--- src/rtl/varint_field_scheduler_pkg.sv ---
// -----------------------------------------------------------------------------
// varint_pkg
// Shared types, sizes and varint helper functions for varint_field_scheduler
// and its encoder.
//   field_req_t    : one latched {value, field_id, field_type} request
//   sched_state_e  : scheduler FSM states
//   varint_bytes() : LEB128 bytes of a 64-bit value, LSB byte first, zero padded
//   varint_len()   : number of significant bytes in that encoding (1..10)
// -----------------------------------------------------------------------------
package varint_pkg;

   localparam int ENC_W         = 120;
   localparam int MAX_ENC_BYTES = 15;
   localparam int MAX_TAG_BYTES = 5;

   localparam logic [4:0] TYPE_SINT32 = 5'd17;
   localparam logic [4:0] TYPE_SINT64 = 5'd18;
   localparam logic [2:0] WIRE_VARINT = 3'd0;

   typedef struct packed {
      logic [63:0] value;
      logic [28:0] field_id;
      logic [4:0]  field_type;
   } field_req_t;

   typedef enum logic [1:0] {IDLE, ENC, EMIT} sched_state_e;

   // Bytes after the terminating byte come out as 8'h00 because the
   // remaining value is zero by then.
   function automatic logic [79:0] varint_bytes(input logic [63:0] v);
      logic [63:0] rem;
      logic [79:0] res;
      rem = v;
      res = '0;
      for (int k = 0; k < 10; k++) begin
         res[8*k +: 7] = rem[6:0];
         rem           = rem >> 7;
         res[8*k + 7]  = (rem != 64'h0);
      end
      return res;
   endfunction

   function automatic logic [3:0] varint_len(input logic [63:0] v);
      logic [3:0] n;
      n = 4'd1;
      for (int k = 1; k < 10; k++) begin
         if ((v >> (7*k)) != 64'h0) n = 4'(k + 1);
      end
      return n;
   endfunction

endpackage

--- src/rtl/top_varint.sv ---
// -----------------------------------------------------------------------------
// top_varint
// Combinational protobuf field encoder: tag varint ((field_id<<3)|wire type 0)
// followed by the value varint, LSB byte first, zero padded to 120 bits.
// Field types 17 (sint32) and 18 (sint64) are zigzag-mapped first.
//   i_value      in  64   raw field value
//   i_field_id   in  29   protobuf field number
//   i_field_type in  5    protobuf TYPE_* code
//   o_out_port   out 120  tag bytes then value bytes
// -----------------------------------------------------------------------------
module top_varint
   import varint_pkg::*;
(
   input  logic [63:0]      i_value,
   input  logic [28:0]      i_field_id,
   input  logic [4:0]       i_field_type,
   output logic [ENC_W-1:0] o_out_port
);

   logic [63:0] w_payload;
   logic [63:0] w_tag_int;
   logic [79:0] w_tag_bytes;
   logic [79:0] w_val_bytes;
   logic [3:0]  w_tag_len;

   always_comb begin
      w_payload = i_value;
      if (i_field_type == TYPE_SINT32)
         w_payload = {32'h0, {i_value[30:0], 1'b0} ^ {32{i_value[31]}}};
      else if (i_field_type == TYPE_SINT64)
         w_payload = {i_value[62:0], 1'b0} ^ {64{i_value[63]}};
      w_tag_int   = {32'h0, i_field_id, WIRE_VARINT};
      w_tag_bytes = varint_bytes(w_tag_int);
      w_val_bytes = varint_bytes(w_payload);
      w_tag_len   = varint_len(w_tag_int);
      // The tag never exceeds MAX_TAG_BYTES, so only its low 40 bits matter.
      o_out_port  = {80'h0, w_tag_bytes[8*MAX_TAG_BYTES-1:0]}
                  | ({40'h0, w_val_bytes} << (8 * w_tag_len));
   end

endmodule

--- src/rtl/varint_rr_arbiter.sv ---
// -----------------------------------------------------------------------------
// varint_rr_arbiter
// Combinational round-robin pick: grants the first asserted request at or
// after i_ptr, wrapping modulo NUM_REQ.
//   i_req   in  NUM_REQ  pending requests
//   i_ptr   in  SRC_W    highest-priority index this cycle
//   o_grant out NUM_REQ  one-hot grant (all zero when nothing pending)
//   o_idx   out SRC_W    index of the granted request
//   o_any   out 1        at least one request pending
// -----------------------------------------------------------------------------
module varint_rr_arbiter #(
   parameter  int NUM_REQ = 4,
   localparam int SRC_W   = $clog2(NUM_REQ)
) (
   input  logic [NUM_REQ-1:0] i_req,
   input  logic [SRC_W-1:0]   i_ptr,
   output logic [NUM_REQ-1:0] o_grant,
   output logic [SRC_W-1:0]   o_idx,
   output logic               o_any
);

   int               w_j;
   logic [SRC_W-1:0] w_j_idx;

   // NOTE: every signal driven here gets a default before the loop so no
   // path leaves it unassigned; that is what keeps this block latch-free.
   always_comb begin
      o_grant = '0;
      o_idx   = '0;
      o_any   = 1'b0;
      w_j     = 0;
      w_j_idx = '0;
      for (int k = 0; k < NUM_REQ; k++) begin
         w_j = int'(i_ptr) + k;
         if (w_j >= NUM_REQ) w_j = w_j - NUM_REQ;
         w_j_idx = SRC_W'(w_j);
         if (!o_any && i_req[w_j_idx]) begin
            o_any            = 1'b1;
            o_grant[w_j_idx] = 1'b1;
            o_idx            = w_j_idx;
         end
      end
   end

endmodule

--- src/rtl/varint_field_scheduler.sv ---
// -----------------------------------------------------------------------------
// varint_field_scheduler
// Shares one top_varint encoder between NUM_REQ field producers. A round-robin
// grant latches one request, the next cycle registers its encoding, then the
// tag+varint bytes stream out LSB first on a valid/ready byte bus.
// Optional build macro: VARINT_SCHED_SKIP_ZERO_EN -- when defined, a request
// whose value is zero is consumed without emitting any bytes.
//   clk              in   1           rising-edge clock
//   rst              in   1           synchronous active-high reset
//   i_req_valid      in   NUM_REQ     per-requester pending flag
//   o_req_ready      out  NUM_REQ     one-hot grant, only while IDLE
//   i_req_value      in   NUM_REQ*64  slice i = [64*i+:64]
//   i_req_field_id   in   NUM_REQ*29  slice i = [29*i+:29]
//   i_req_field_type in   NUM_REQ*5   slice i = [5*i+:5]
//   o_out_data       out  8           encoded byte
//   o_out_valid      out  1           o_out_data valid
//   i_out_ready      in   1           downstream accepts byte
//   o_out_last       out  1           final byte of the current field
//   o_out_src        out  SRC_W       requester index of the current field
//   o_busy           out  1           FSM not in IDLE
// -----------------------------------------------------------------------------
module varint_field_scheduler
   import varint_pkg::*;
#(
   parameter  int NUM_REQ = 4,
   localparam int SRC_W   = $clog2(NUM_REQ)
) (
   input  logic                  clk,
   input  logic                  rst,
   input  logic [NUM_REQ-1:0]    i_req_valid,
   output logic [NUM_REQ-1:0]    o_req_ready,
   input  logic [NUM_REQ*64-1:0] i_req_value,
   input  logic [NUM_REQ*29-1:0] i_req_field_id,
   input  logic [NUM_REQ*5-1:0]  i_req_field_type,
   output logic [7:0]            o_out_data,
   output logic                  o_out_valid,
   input  logic                  i_out_ready,
   output logic                  o_out_last,
   output logic [SRC_W-1:0]      o_out_src,
   output logic                  o_busy
);

   sched_state_e     r_state;
   logic [SRC_W-1:0] r_rr_ptr;
   logic [SRC_W-1:0] r_src;
   field_req_t       r_req;
   logic [ENC_W-1:0] r_sr;
   logic [3:0]       r_len;
   logic [3:0]       r_cnt;
   logic             r_out_valid;
   logic             r_out_last;

   logic [NUM_REQ-1:0] w_grant;
   logic [SRC_W-1:0]   w_grant_idx;
   logic               w_any;
   logic [SRC_W-1:0]   w_ptr_next;
   field_req_t         w_sel;
   logic [ENC_W-1:0]   w_enc;
   logic [3:0]         w_enc_len;
   logic [1:0]         w_term_cnt;
   logic               w_skip;

   varint_rr_arbiter #(.NUM_REQ(NUM_REQ)) u_arb (
      .i_req   (i_req_valid),
      .i_ptr   (r_rr_ptr),
      .o_grant (w_grant),
      .o_idx   (w_grant_idx),
      .o_any   (w_any)
   );

   assign w_sel.value      = i_req_value[64*w_grant_idx +: 64];
   assign w_sel.field_id   = i_req_field_id[29*w_grant_idx +: 29];
   assign w_sel.field_type = i_req_field_type[5*w_grant_idx +: 5];
   assign w_ptr_next       = (w_grant_idx == SRC_W'(NUM_REQ - 1)) ? '0 : w_grant_idx + 1'b1;

   top_varint u_enc (
      .i_value      (r_req.value),
      .i_field_id   (r_req.field_id),
      .i_field_type (r_req.field_type),
      .o_out_port   (w_enc)
   );

   // Total length ends at the second byte with bit7 clear: the first one
   // closes the tag, the second closes the value.
   always_comb begin
      w_enc_len  = 4'd0;
      w_term_cnt = 2'd0;
      for (int k = 0; k < MAX_ENC_BYTES; k++) begin
         if (!w_enc[8*k + 7] && (w_term_cnt < 2'd2)) begin
            w_term_cnt = w_term_cnt + 2'd1;
            if (w_term_cnt == 2'd2) w_enc_len = 4'(k + 1);
         end
      end
   end

`ifdef VARINT_SCHED_SKIP_ZERO_EN
   assign w_skip = (r_req.value == 64'h0);
`else
   assign w_skip = 1'b0;
`endif

   // Grant is combinational but masked outside IDLE and during reset.
   assign o_req_ready = (r_state == IDLE && !rst) ? w_grant : '0;
   assign o_out_valid = r_out_valid;
   assign o_out_data  = r_sr[7:0];
   assign o_out_last  = r_out_last;
   assign o_out_src   = r_src;
   assign o_busy      = (r_state != IDLE);

   // NOTE: state is updated with non-blocking assignments so every register
   // samples the pre-edge values regardless of statement order.
   always_ff @(posedge clk) begin
      if (rst) begin
         r_state     <= IDLE;
         r_rr_ptr    <= '0;
         r_src       <= '0;
         r_req       <= '0;
         r_sr        <= '0;
         r_len       <= 4'd0;
         r_cnt       <= 4'd0;
         r_out_valid <= 1'b0;
         r_out_last  <= 1'b0;
      end else begin
         case (r_state)
            IDLE: begin
               if (w_any) begin
                  r_req    <= w_sel;
                  r_src    <= w_grant_idx;
                  r_rr_ptr <= w_ptr_next;
                  r_state  <= ENC;
               end
            end
            ENC: begin
               if (w_skip) begin
                  r_state <= IDLE;
               end else begin
                  r_sr        <= w_enc;
                  r_len       <= w_enc_len;
                  r_cnt       <= 4'd0;
                  r_out_valid <= 1'b1;
                  r_out_last  <= 1'b0;  // len is always >= 2
                  r_state     <= EMIT;
               end
            end
            EMIT: begin
               if (i_out_ready) begin
                  if (r_out_last) begin
                     r_out_valid <= 1'b0;
                     r_out_last  <= 1'b0;
                     r_state     <= IDLE;
                  end else begin
                     r_sr       <= r_sr >> 8;
                     r_cnt      <= r_cnt + 4'd1;
                     r_out_last <= (r_cnt + 4'd2 == r_len);
                  end
               end
            end
            default: r_state <= IDLE;
         endcase
      end
   end

endmodule

--- config.mk ---
export PLATFORM = sky130hd
export DESIGN_NAME = varint_field_scheduler
export DESIGN_NICKNAME = d
export VERILOG_FILES = /design/src/rtl/varint_field_scheduler_pkg.sv /design/src/rtl/top_varint.sv /design/src/rtl/varint_rr_arbiter.sv /design/src/rtl/varint_field_scheduler.sv
export SDC_FILE = /design/constraint.sdc
export NUM_CORES = 1
export LEC_CHECK = 0
export BUFFER_PORTS_ARGS = -buffer_cell sky130_fd_sc_hd__buf_2
export CAP_MARGIN = 20
export CORE_UTILIZATION = 40
export CTS_BUF_LIST = sky130_fd_sc_hd__clkbuf_16
export DETAILED_ROUTE_END_ITERATION = 8
export SYNTH_ARGS = -nofsm -noshare
export SYNTH_HDL_FRONTEND = slang
export SYNTH_SLANG_ARGS = --single-unit
--- constraint.sdc ---
create_clock -name clk -period 20.1 [get_ports clk]
set_input_delay 4.02 -clock clk [delete_from_list [all_inputs] [get_ports clk]]
set_output_delay 4.02 -clock clk [all_outputs]
set_load 0.01 [all_outputs]
# Yosys cells after proc, flatten, opt, wreduce, memory -nomap -nowiden
# Index checks and enable logic that the tools add are counted.
totals:
  register_bits: 234
  in_bits: 399
  out_inout_bits: 17
  word_cells: 255
op_classes:
  addsub: 24
  multipliers: 2
  n_lt_le_gt_ge: 26
  eq_ne: 24
  shift: 4
  n_mux: 98
  bitwise: 6
  reduce_logical: 60
ops:
  columns: ["op", "count"]
  rows:
  - ["64-bit nonzero test", 12]
  - ["256-bit by 9-bit indexed part select with 64-bit output", 1]
  - ["120-bit two-way mux", 2]
  - ["120-bit case mux with 2 select lines", 1]
  - ["4-bit two-way mux", 37]
  - ["64-bit two-way mux", 2]
  - ["36-bit by 120-bit OR with 120-bit output", 1]
  - ["73-bit by 7-bit left shift with 120-bit output", 1]
  - ["116-bit by 8-bit indexed part select with 29-bit output", 1]
  - ["64-bit bitwise XOR", 1]
  - ["2-bit two-way mux", 27]
  - ["2-bit equality test, second input constant", 16]
  - ["32-bit bitwise XOR", 1]
  - ["2-bit by 1-bit adder with 2-bit output, second input constant", 14]
  - ["2-bit < comparator, second input constant", 13]
  - ["1-bit logical AND", 22]
  - ["20-bit by 6-bit indexed part select with 5-bit output", 1]
  - ["1-bit logical NOT", 18]
  - ["1-bit two-way mux", 17]
  - ["2-bit by 3-bit < comparator with 1-bit output, second input constant", 4]
  - ["4-bit OR", 3]
  - ["5-bit equality test, second input constant", 2]
  - ["3-bit greater-or-equal comparator, second input constant", 3]
  - ["3-bit AND reduction", 3]
  - ["other kinds (23)", 41]

# Depth between registers and ports, before layout
depth:
  word_depth: 51
  ltp_mapped: 59
  mapped_depth_nobuf: 54

# Modules after synthesis
# From an unflattened synthesis, not the netlist that was laid out.
hier_totals:
  hier_cells: 2223
  area_unflattened_um2: 17405.4
modules_own_cells:
  columns: ["mod", "n_inst", "cells_each", "area_each_um2", "seq_area_each_um2"]
  rows:
  - ["varint_field_scheduler", 1, 1432, 12374.4, 4684.5]
  - ["top_varint", 1, 746, 4611.9, 0.0]
  - ["varint_rr_arbiter", 1, 45, 419.2, 0.0]

# Worst setup path before layout
# No wires, ideal clock.
synth_timing:
  path_kind: "flip-flop to flip-flop"
  start: "register r_req[2] in the netlist's numbering"
  end: "register r_len[1]"
  setup_ps: 124
  arrival_time_ps: 10517
  path_slack_ps: 9460
  path_stages_with_launch: 54
  n_path_buf: 3
  synth_period_minus_slack_ps: 10640
  path_cell_list: "dfxtp_1 > or3b_1 > buf_2 > or3_4 > o22a_1 > o21a_1 > or4_1 > buf_2 > nor4_2 > nand2_1 > nand2_1 > nand2_1 > inv_1 > ha_1 > nor2_1 > fa_1 > ha_1 > nand2b_1 > [... 18 more ...] > nand2_1 > nor2_1 > mux2_2 > ha_1 > inv_1 > o22ai_1 > a211oi_1 > xnor2_1 > a21oi_1 > o21ai_0 > and2_1 > ha_1 > o22ai_1 > or3_1 > nor2b_1 > nand2_1 > o31ai_1 > a21oi_1"
synth_between:
  elab_chain_cells: 50
  elab_cells_between_ends: 126
synth_rtl:
  columns: ["element", "line_no", "rtl"]
  rows:
  - ["from (decl)", "varint_field_scheduler.sv:46", "field_req_t r_req;"]
  - ["from (signal assigned)", "varint_field_scheduler.sv:127", "r_req <= w_sel;"]
  - ["5-bit equality test", "top_varint.sv:30", "else if (i_field_type == TYPE_SINT64)"]
  - ["64-bit two-way mux", "top_varint.sv:30", null]
  - ["64-bit two-way mux (*)", "top_varint.sv:28", "if (i_field_type == TYPE_SINT32)"]
  - ["64-bit nonzero test", "varint_field_scheduler_pkg.sv:38", "res[8*k + 7] = (rem != 64'h0);"]
  - ["73-bit by 7-bit left shift with 120-bit output (*)", "top_varint.sv:38", "| ({40'h0, w_val_bytes} << (8 * w_tag_len));"]
  - ["36-bit by 120-bit OR with 120-bit output (*)", "top_varint.sv:38", null]
  - ["1-bit two-way mux", "varint_field_scheduler.sv:89", "if (!w_enc[8*k + 7] && (w_term_cnt < 2'd2)) begin"]
  - ["1-bit by 2-bit < comparator with 1-bit output", "varint_field_scheduler.sv:89", null]
  - ["[... 34 more ...]", null, null]
  - ["2-bit two-way mux", "varint_field_scheduler.sv:89", null]
  - ["2-bit < comparator", "varint_field_scheduler.sv:89", null]
  - ["1-bit logical AND", "varint_field_scheduler.sv:89", null]
  - ["2-bit two-way mux", "varint_field_scheduler.sv:89", null]
  - ["2-bit by 1-bit adder with 2-bit output", "varint_field_scheduler.sv:90", "w_term_cnt = w_term_cnt + 2'd1;"]
  - ["2-bit equality test", "varint_field_scheduler.sv:91", "if (w_term_cnt == 2'd2) w_enc_len = 4'(k + 1);"]
  - ["4-bit two-way mux", "varint_field_scheduler.sv:91", null]
  - ["4-bit two-way mux (*)", "varint_field_scheduler.sv:89", null]
  - ["to (signal assigned)", "varint_field_scheduler.sv:138", "r_len <= w_enc_len;"]
  - ["to (decl)", "varint_field_scheduler.sv:48", "logic [3:0] r_len;"]
# Mark *: on every way between the ends. The rest lies on a longest branch, timed or not.
# A chain may end at the register's enable or synchronous reset.

# Final worst setup path
layout_timing:
  start: "register r_req[0] in the netlist's numbering"
  end: "register r_len[1]"
# The elaborated chain is that of the path after synthesis.

==> flow_summary.yaml <==
sta:
  tightestPinTransition_ns: 1.11
  timing.fmax_mhz: 79.4
  setup_viol: 0
  rsz0062_at_grt: "no"
  fin_crit_sh: 0.627
  relSlewSlack: 0.260
  setup_tns_ns: 0
  slew_viol_final: 0
  fin_crit_ns: 12.60
  finClkSkew_ns: 0.0218
  hold_viol: 0
grt:
  grt_util_all_layers: 0.277
  grt_pass1_wl_um: 101000
  grt_max_degree: 134
  grt_overflow: 0
  antenna_found_initial: 1
  grt_pass1_vias: 18600
worst_setup_path:
  crit_family: "simple AND/OR/NAND/NOR gates"
  crit_top_cell: "ha_1"
  cp_slowest_cell: "nor4_2"
  slowest_delay_ns: 0.71
  path_buf_inv: 8
  cp-start-kind: "register"
  crit_type: "register to register"
  critical_path.endpoint_type: "register"
  critPathMaxFanout: 25
  arrival_ns: 13.04
  worst_ep_required_time_ns: 20.55
layout:
  n_antenna_cell: 0
  stdcell_count: 3388
  n_fill_cell: 4491
  drive_gt1_frac: 0.188
  nets: 3208
  area_delta_synth_final_pct: 16.6
  utilization: 0.477
drt:
  wl_met2_um: 30300
  top_layer: "met5"
  via_per_inst: 5.98
  wl_met3_um: 4490
  detail_route.wl_per_cell_um: 19.4
  num_vias: 20300
  m1WireLength_um: 29600
  wl_um: 65900
  dr.pass1.iters: 8
  drcViolationCount: 0
  drtAntennaViolNets: 0
  drt_iter0_drc: 2010
job:
  drv_cap: 0
synthesis:
  synthCells: 2567
  syn-mean-instance-area_um2: 6.95
  synth_edf_count: 0
  yosysTopAreaCell: "dfxtp_1"
  synth-async-reset-ratio: 0
  ys_seq_area_frac: 0.263
  synth_flop_cell: "dfxtp_1"
  synth_cell_types: 85
  yosysWarningCount: 0
  yosys_register_bits: 234
  yosys-top-cells-area: "dfxtp_1 (26%), nor2_1 (8.3%), nand2_1 (7.3%), a21oi_1 (7.1%), a211oi_1 (6.2%)"
  synth_top_area_frac: 0.263
  syn-num-nets: 2990
  syn-cell-area_mm2: 0.0178
place:
  hpwl_um: 48100
  portBuffers: 415
  dp.cells: 3341
  gp_congestion: 0.929
pwr:
  power_frac_comb: 0.724
  p_int_uw: 2040
  peakVddDrop_v: 0.000166
  p_leak_uw: 0.00816
  p_seq_frac: 0.179
  p_sw_frac: 0.554
  netSwitchingPower_uw: 2530
  clockPowerShare: 0.098
  p_per_area_mw_per_mm2: 220
clock_tree:
  cts_post_setup_buffers_inserted: 0
  cts-root-buf: "clkbuf_16"
  h-tree-depth: 1
  cts.repair.resized: 0
  cts.sinks: 234
  cts_buffers: 26
  clock_latency_ns: 0.56
  cts_tree: "built"
  clk_pin_slew_worst_paths_ns: 0.06
  ctsHoldBuffers: 0
  clock_path_buffers: 3
die:
  initial_core_util: 0.409
  core_area_mm2: 0.0436
  rows: 76
  ioPinCount: 416
  dieWidth_um: 213
  dieArea_mm2: 0.0454
  dieHeight_um: 213
min_path:
  hold_class: "register to register"
outcome:
  outcome: "completed"
-- worst reg2reg max path: cells and delay by family, from the launching register on --
| family | cells | cell delay (ns) |
|---|---|---|
| compound gates | 12 | 2.59 |
| simple gates | 23 | 5.07 |
| flops | 1 | 0.53 |
| mux | 1 | 0.36 |
| buf+inv | 8 | 0.95 |
| xor+xnor | 1 | 0.17 |
| fa+ha+maj | 9 | 2.85 |
-- cell usage after synthesis, types with 6 or more instances --
master     number
o21ai_0        88
a2111oi_0       8
a2bb2oi_1       7
ha_1           23
xnor2_1        72
nand2_1       345
a222oi_1       22
a31oi_1        22
buf_2          12
and2_0          7
nand4_1         7
or3_1           6
o221ai_1       20
a22oi_1        31
a311oi_1      109
nand2b_1       11
a21o_1          6
nor2b_1         9
clkbuf_1      211
a22o_1         12
mux2i_1        24
and3_1         14
buf_4           8
buf_1          32
o31a_1          9
nor2_1        393
xor2_1         23
o22a_1          8
o211ai_1       22
a221oi_1       25
a21oi_1       254
nor4_1         12
o31ai_1        14
nand3_1        30
inv_1          23
dfxtp_1       234
and2_1        101
a211oi_1      147
o22ai_1        33
or4_1           6
nor3_1         58
-- power by group through the flow --
stage	registers (µW)	logic, µW	clock network [µW]
6_report	817	3310	447
3_3_place_gp	819	3200	0
2_1_floorplan	708	2480	0
4_1_cts	813	3250	456
5_1_grt	838	3620	473
3_5_place_dp	822	3230	0
-- registers in the layout, summed over array words and instances, names as in the netlist, named ones only --
| signal | count |
|---|---|
| r_sr | 120 |
| o_out_src | 2 |
| r_len | 4 |
| r_state | 2 |
| r_req | 98 |
| o_out_last | 1 |
| r_cnt | 4 |
| o_out_valid | 1 |
| r_rr_ptr | 1 |
-- cells by family after synthesis --
group,Yosys count,synth area share
AOI/OAI and AO/OA,873,0.337
xor gates and xnor gates,97,0.0496
adders and majority gates,24,0.0173
buffers and inverters,288,0.0636
DFF,234,0.263
muxes,30,0.0185
and+or+nand+nor,1021,0.252
-- cells in the final DEF (no fill, tap or decap), drive strengths merged, types with 8 or more instances in the layout --
| cell | synthesis | final |
|---|---|---|
| a221oi | 25 | 25 |
| o221ai | 20 | 20 |
| nor2b | 9 | 9 |
| a2111oi | 9 | 9 |
| buf | 53 | 454 |
| o31ai | 14 | 14 |
| o22ai | 33 | 33 |
| a21oi | 254 | 254 |
| nor3 | 58 | 58 |
| xnor2 | 73 | 73 |
| a22oi | 31 | 31 |
| nor2 | 393 | 393 |
| inv | 24 | 26 |
| a311oi | 109 | 109 |
| nand2 | 346 | 346 |
| a31oi | 23 | 23 |
| mux2i | 24 | 24 |
| a211oi | 147 | 147 |
| nand3 | 30 | 30 |
| o211ai | 23 | 23 |
| ha | 23 | 23 |
| o21ai | 89 | 89 |
| clkinv | 0 | 16 |
| and3 | 14 | 14 |
| nor4 | 13 | 13 |
| a222oi | 22 | 22 |
| clkbuf | 211 | 26 |
| xor2 | 23 | 23 |
| and2 | 109 | 109 |
| nand2b | 11 | 11 |
| dfxtp | 234 | 234 |
| o31a | 9 | 9 |
| o22a | 8 | 8 |
| a22o | 12 | 12 |
-- metrics by stage --
| stage | setup slack, ns | power (µW) | cell area [µm²] | hold WS, ns |
|---|---|---|---|---|
| after floorplan | 9.46 | 3190 | 17800 | 0.429 |
| after global placement | 8.13 | 4020 | 20000 | 0.439 |
| after detailed placement | 7.74 | 4060 | 20000 | 0.448 |
| after CTS | 7.65 | 4520 | 20800 | 0.459 |
| after global routing | 6.48 | 4930 | 20800 | 0.483 |
| final | 7.50 | 4580 | 20800 | 0.461 |
-- layer usage --
metal | up-vias | GRT usage
met1 | 9604 | 0.389
met5 | - | 0
met2 | 771 | 0.446
li1 | 9793 | -
met3 | 101 | 0.0302
met4 | 2 | 0.0749
-- path summary, 6_finish.rpt --
path / start / end / slack, ns / depth (start not counted)
max reg2reg: r_req[0] / r_len[1] / 7.50 / 54
min: r_sr[48] / r_sr[48] / 0.46 / 2
max: r_req[0] / r_len[1] / 7.50 / 54
min reg2reg: r_sr[48] / r_sr[48] / 0.46 / 2
-- final cells by class --
type                    count  area, µm²  area share
multi-input cells        2045      12100       0.582
flip-flops and latches    234       4690       0.226
repair buffers            454       2400       0.115
well taps                 585        732      0.0352
clock buffers              26        651      0.0313
clock inverters            20        128     0.00614
inverters                  24       90.1     0.00433
(Power assumes the default switching activity.)
